**src/rtl/alu_arbiter.sv**
```systemverilog
// alu_arbiter: round-robin arbiter and sequencer that shares one ALU
// datapath (AND / OR / shift-left / add) between two requesters.
// A single operation is in flight at a time: accept -> EXEC for ALU_LAT
// cycles -> RESP until the owner takes the result.
// Optional build macro ALU_ARB_STATS_EN adds per-requester grant counters
// (grant_cnt0, grant_cnt1) and a synchronous clear input (stats_clr).
// ALU_LAT must lie in 1..15 so the latency counter fits in four bits.

module alu_arbiter #(
    parameter int WIDTH   = 8,
    parameter int ALU_LAT = 1
) (
    input  logic             clk,
    input  logic             rst_n,
`ifdef ALU_ARB_STATS_EN
    input  logic             stats_clr,
    output logic [15:0]      grant_cnt0,
    output logic [15:0]      grant_cnt1,
`endif
    input  logic             req0_valid,
    output logic             req0_ready,
    input  logic [1:0]       req0_op,
    input  logic [WIDTH-1:0] req0_a,
    input  logic [WIDTH-1:0] req0_b,
    output logic             rsp0_valid,
    input  logic             rsp0_ready,
    output logic [WIDTH-1:0] rsp0_data,
    input  logic             req1_valid,
    output logic             req1_ready,
    input  logic [1:0]       req1_op,
    input  logic [WIDTH-1:0] req1_a,
    input  logic [WIDTH-1:0] req1_b,
    output logic             rsp1_valid,
    input  logic             rsp1_ready,
    output logic [WIDTH-1:0] rsp1_data,
    output logic [1:0]       alu_op,
    output logic [WIDTH-1:0] alu_a,
    output logic [WIDTH-1:0] alu_b,
    input  logic [WIDTH-1:0] alu_out
);

    typedef enum logic [1:0] {
        IDLE = 2'd0,
        EXEC = 2'd1,
        RESP = 2'd2
    } state_t;

    // Remaining EXEC cycles after the accept edge; zero means capture now.
    localparam logic [3:0] CNT_LOAD = 4'(ALU_LAT - 1);

    state_t           state;
    state_t           state_nxt;
    logic             sel;
    logic             owner;
    logic             last_grant;
    logic             accept;
    logic             transfer;
    logic [1:0]       op_q;
    logic [WIDTH-1:0] a_q;
    logic [WIDTH-1:0] b_q;
    logic [WIDTH-1:0] result_q;
    logic [3:0]       cnt;

    // Round-robin pick: a lone requester wins; on contention the one not
    // granted last time wins.
    always_comb begin
        sel = 1'b0;
        if (req0_valid && req1_valid) begin
            sel = ~last_grant;
        end else if (req1_valid) begin
            sel = 1'b1;
        end
    end

    assign accept   = (state == IDLE) && (req0_valid || req1_valid);
    assign transfer = (state == RESP) && (owner ? rsp1_ready : rsp0_ready);

    // State register.
    always_ff @(posedge clk or negedge rst_n) begin
        if (!rst_n) begin
            state <= IDLE;
        end else begin
            state <= state_nxt;
        end
    end

    // Next-state decode and handshake outputs.
    always_comb begin
        // NOTE: every output of this block gets a default before the case,
        // so no path through it can infer a latch.
        state_nxt  = state;
        req0_ready = 1'b0;
        req1_ready = 1'b0;
        rsp0_valid = 1'b0;
        rsp1_valid = 1'b0;
        case (state)
            IDLE: begin
                // Ready is gated by rst_n so the combinational path stays
                // quiet while reset is held with a request pending.
                req0_ready = rst_n && req0_valid && !sel;
                req1_ready = rst_n && req1_valid && sel;
                if (accept) begin
                    state_nxt = EXEC;
                end
            end
            EXEC: begin
                if (cnt == 4'd0) begin
                    state_nxt = RESP;
                end
            end
            RESP: begin
                rsp0_valid = !owner;
                rsp1_valid = owner;
                if (transfer) begin
                    state_nxt = IDLE;
                end
            end
            default: begin
                state_nxt = IDLE;
            end
        endcase
    end

    // Operand/opcode latch on accept, latency countdown, result capture
    // and round-robin pointer update on the response transfer.
    always_ff @(posedge clk or negedge rst_n) begin
        if (!rst_n) begin
            // NOTE: all datapath registers are reset, not just control, so
            // the ALU inputs and response data read 0 while in reset.
            op_q       <= 2'd0;
            a_q        <= '0;
            b_q        <= '0;
            result_q   <= '0;
            cnt        <= 4'd0;
            owner      <= 1'b0;
            last_grant <= 1'b1;
        end else begin
            // NOTE: non-blocking assignments throughout, so every register
            // here sees the pre-edge value of the others.
            if (accept) begin
                op_q  <= sel ? req1_op : req0_op;
                a_q   <= sel ? req1_a  : req0_a;
                b_q   <= sel ? req1_b  : req0_b;
                owner <= sel;
                cnt   <= CNT_LOAD;
            end
            if (state == EXEC) begin
                if (cnt == 4'd0) begin
                    result_q <= alu_out;
                end else begin
                    cnt <= cnt - 4'd1;
                end
            end
            if (transfer) begin
                last_grant <= owner;
            end
        end
    end

    // The ALU sees only the latched operands, so they stay stable through EXEC.
    assign alu_op = op_q;
    assign alu_a  = a_q;
    assign alu_b  = b_q;

    // Both response ports share the captured result; only the owner's
    // valid is ever raised, so the other port's data is don't-care.
    assign rsp0_data = result_q;
    assign rsp1_data = result_q;

`ifdef ALU_ARB_STATS_EN
    // Saturating grant counters; a clear wins over a same-cycle accept.
    always_ff @(posedge clk or negedge rst_n) begin
        if (!rst_n) begin
            grant_cnt0 <= 16'd0;
            grant_cnt1 <= 16'd0;
        end else if (stats_clr) begin
            grant_cnt0 <= 16'd0;
            grant_cnt1 <= 16'd0;
        end else begin
            if (accept && !sel && (grant_cnt0 != 16'hFFFF)) begin
                grant_cnt0 <= grant_cnt0 + 16'd1;
            end
            if (accept && sel && (grant_cnt1 != 16'hFFFF)) begin
                grant_cnt1 <= grant_cnt1 + 16'd1;
            end
        end
    end
`else
    // Without statistics there is no per-requester accounting to build.
`endif

endmodule

```
**config.mk**
```make
export PLATFORM = sky130hd
export DESIGN_NAME = alu_arbiter
export DESIGN_NICKNAME = d
export VERILOG_FILES = /design/src/rtl/alu_arbiter.sv
export SDC_FILE = /design/constraint.sdc
export NUM_CORES = 1
export LEC_CHECK = 0
export ABC_AREA = 1
export CAP_MARGIN = 20
export CORE_ASPECT_RATIO = 0.8
export CORE_UTILIZATION = 40
export DETAILED_ROUTE_END_ITERATION = 10
export PLACE_DENSITY = 0.79
export SLEW_MARGIN = 10
export SYNTH_ARGS = -nofsm -noshare
export SYNTH_HDL_FRONTEND = slang
export SYNTH_SLANG_ARGS = --single-unit
```
**constraint.sdc**
```tcl
create_clock -name clk -period 1.7 [get_ports clk]
set_clock_uncertainty 0.15 [all_clocks]
set_input_delay 0.255 -clock clk [delete_from_list [all_inputs] [get_ports clk]]
set_output_delay 0.255 -clock clk [all_outputs]
set_load 0.1 [all_outputs]
```
==> flow_summary.yaml, run 1 <==
clocking:
  clock-sinks: 34
  tritoncts: "done"
  clk_path_buf_depth: 2
  clk_latency_ns: 0.29
  clk_pin_slew_worst_paths_ns: 0.06
  cts_inserted_buffers: 5
  htree_levels: 2
  cts-root-buf: "clkbuf_8"
finish:
  num_antenna_cells: 0
  nFillCells: 305
  nets: 380
  area_growth_pct: 78.1
  drive_gt1_share_pct: 23.9
  stdcell_count: 387
  final_core_util_pct: 76.2
global_route:
  overflow: 0
  grt_max_degree: 35
  grt_usage_pct: 23.4
  antenna_found_initial: 0
  first_global_vias: 1827
  grt_pass1_wl_um: 8610
critical_path:
  worstReg2RegStart: "cnt[0]$_DFF_PN0_"
  path_cells: "nand2_2 > nand2_4 > inv_4 > nand2_2 > nor2_4 > buf_12"
  critPathTopFamily: "flip-flops"
  critPathRequiredTime_ns: 1.29
  cp_num_buf_inv: 2
  rrSetupSlack_ns: 0.17
  crit_path_max_incr_delay_ns: 0.55
  cp_data_arrival_time_ns: 1.34
  r2r-end: "rsp0_data[3]$_DFFE_PN0P_"
  critPathCaptureType: "output pin"
  startpoint_type: "register"
  crit_path_top_delay_cell: "dfstp_2"
  ff2ff_path_depth: 6
  cpMostUsedCell: "nand2_2"
  crit_fanout: 2
  crit_type: "reg2out"
sta:
  finalHoldWorstSlack_ns: 0.349
  finalSetupViolCount: 2
  finalSetupTns_ns: -0.0886
  fin_crit_ns: 1.74
  final.period_utilization_pct: 103
  worst_slack_ns: -0.0446
  hold_viol_final: 0
  final-max-slew-violation-count: 0
  worstMarginPinSlew_ns: 0.427
  rsz0062_at_grt: "yes"
  fmax_mhz: 573
  slew_headroom_pct: 71.5
placed_design:
  dp_cells: 376
  gp_congestion: 0.817
  port_buffers: 87
  hpwl_um: 3880
synth:
  yosys_register_bits: 34
  yosysWarnings: 0
  avgSynthCellArea_sq_um: 7.68
  synth_xor_area_share_pct: 0.475
  syn_nets: 291
  synth-compound-area-share_pct: 3.60
  synth_cell_types: 20
  syn_inst: 240
  synth_top_family_by_area: "simple AND/OR/NAND/NOR gates"
  syn_area_sq_um: 1840
  synth-simple-area-share_pct: 36.2
  seq_area_frac_synth_pct: 46.2
  synthAdderAreaFrac_pct: 0.679
  synth.area.mux_share_pct: 0
floorplanning:
  fp.dieW_um: 77.9
  die_h_um: 62.7
  dieArea_sq_um: 4880
  core_sq_um: 4310
  row_count: 21
  num_io_pins: 88
  initial_core_util_pct: 42.8
route:
  vias: 1848
  wl_per_cell_um: 13.3
  wl_um: 5130
  drt-initial-drc-count: 90
  first_pass_iters: 4
  drtAntennaViolNets: 0
  vias_per_cell: 4.78
  post-route-drc-count: 0
hold_path:
  hold_depth: 3
  hold_class: "in2reg"
  holdCritStartpoint: "alu_out[7]"
  worstHoldEndpoint: "rsp0_data[7]$_DFFE_PN0P_"
run_status:
  outcome: "finished, violations left"
  violations: "setup timing"
run:
  maxCapViolations: 0
-- through the flow --
| step | worst slack, ns | cell area (sq um) |
|---|---|---|
| global route | -0.0805 | 3280 |
| detailed placement | -0.133 | 3150 |
| floorplan | -0.0883 | 1870 |
| global placement | -0.0630 | 3150 |
| CTS | -0.0383 | 3250 |
| finish | -0.0446 | 3280 |
-- Yosys cell counts (all sizes together) --
cell type / number / area, sq um
nand3b: 18 / 135
xnor2: 1 / 8.76
nand3: 24 / 120
dfrtp: 33 / 826
inv: 30 / 113
ha: 1 / 12.5
clkbuf: 1 / 3.75
nor2: 11 / 60.1
dfstp: 1 / 26.3
nand2: 91 / 352
o22ai: 1 / 6.26
buf: 16 / 120
o21ai: 12 / 60.1
-- registers in the layout, indices dropped and copies added, names as in the netlist --
name and cells:
alu_a 8, alu_b 8, rsp0_data 8, cnt 4, alu_op 2, state 2, last_grant 1, owner 1
-- cells by family (layout without fill, tap and decap cells) --
family / Yosys count / after routing
adder cells (fa/ha/maj): 1 / 1
buffers and inverters: 47 / 137
AND/OR/NAND/NOR: 144 / 144
XOR/XNOR: 1 / 1
AO/OA/AOI/OAI: 13 / 13
flip-flops: 34 / 34
-- per-layer routing --
metal	global-route usage, %	part of all wire [%]
met5	0	0
met4	9.95	2.7
met3	9.34	9.0
met1	27.6	41
met2	37.8	47
-- cell usage in the layout, fill, tap and decap left out, drive strengths merged --
master / count
buf: 50
clkbuf: 8
nor2: 11
xnor2: 1
dlygate4sd2: 2
o21ai: 12
clkdlybuf4s50: 46
ha: 1
inv: 30
dfstp: 1
nand3: 24
o22ai: 1
dfrtp: 33
nand2: 91
nand3b: 18
dlygate4sd3: 1
-- final cells by class --
type	instances	area, sq um	area share (%)
timing repair buffer	99	1350	41.1
sequential	34	862	26.3
multi-input combinational	159	806	24.5
inverter	30	115	3.51
clock buffer	8	80.1	2.44
tap	57	71.3	2.17
-- how the worst max path moves through the flow --
stage	startpoint	end	slack, ns	cells past startpoint
after global routing	last_grant$_DFFE_PN1P_	req0_ready	-0.08	5
after CTS	last_grant$_DFFE_PN1P_	req0_ready	-0.04	5
after global placement	req1_valid	req1_ready	-0.06	6
after detailed placement	req0_valid	req1_ready	-0.13	7
final	last_grant$_DFFE_PN1P_	req1_ready	-0.04	6
after floorplan	state[0]$_DFFE_PN0P_	rsp0_valid	-0.09	3
-- tightest hold or removal path, cell delays in order --
cell and delay (ns):
clkdlybuf4s50_1 0.39, nand2_1 0.06, nand2_1 0.04
-- timing repair --
| action | 4_1_cts | 5_1_grt |
|---|---|---|
| setup endpoints to repair | 2 | 12 |
| hold endpoints to repair | 33 | 0 |
| hold buffers | 1 | 0 |
| pin swaps | 1 | 0 |
| resized for setup | 7 | 5 |
| buffers inserted | 0 | 2 |
Power of run 1 is not shown: default switching activity piles up to over one toggle a cycle in this logic, so the estimate is an artifact.
==> run 2, diff against run 1 <==
--- a/config.mk
+++ b/config.mk
@@ -6,6 +6,7 @@
 export NUM_CORES = 1
 export LEC_CHECK = 0
 export ABC_AREA = 1
+export ABC_CLOCK_PERIOD_IN_PS = 1700
 export CAP_MARGIN = 20
 export CORE_ASPECT_RATIO = 0.8
 export CORE_UTILIZATION = 40
==> results of run 2 <==
The final DEF is identical to that of run 1; final timing and power are the same.
Power of run 2 is left out for the same reason.
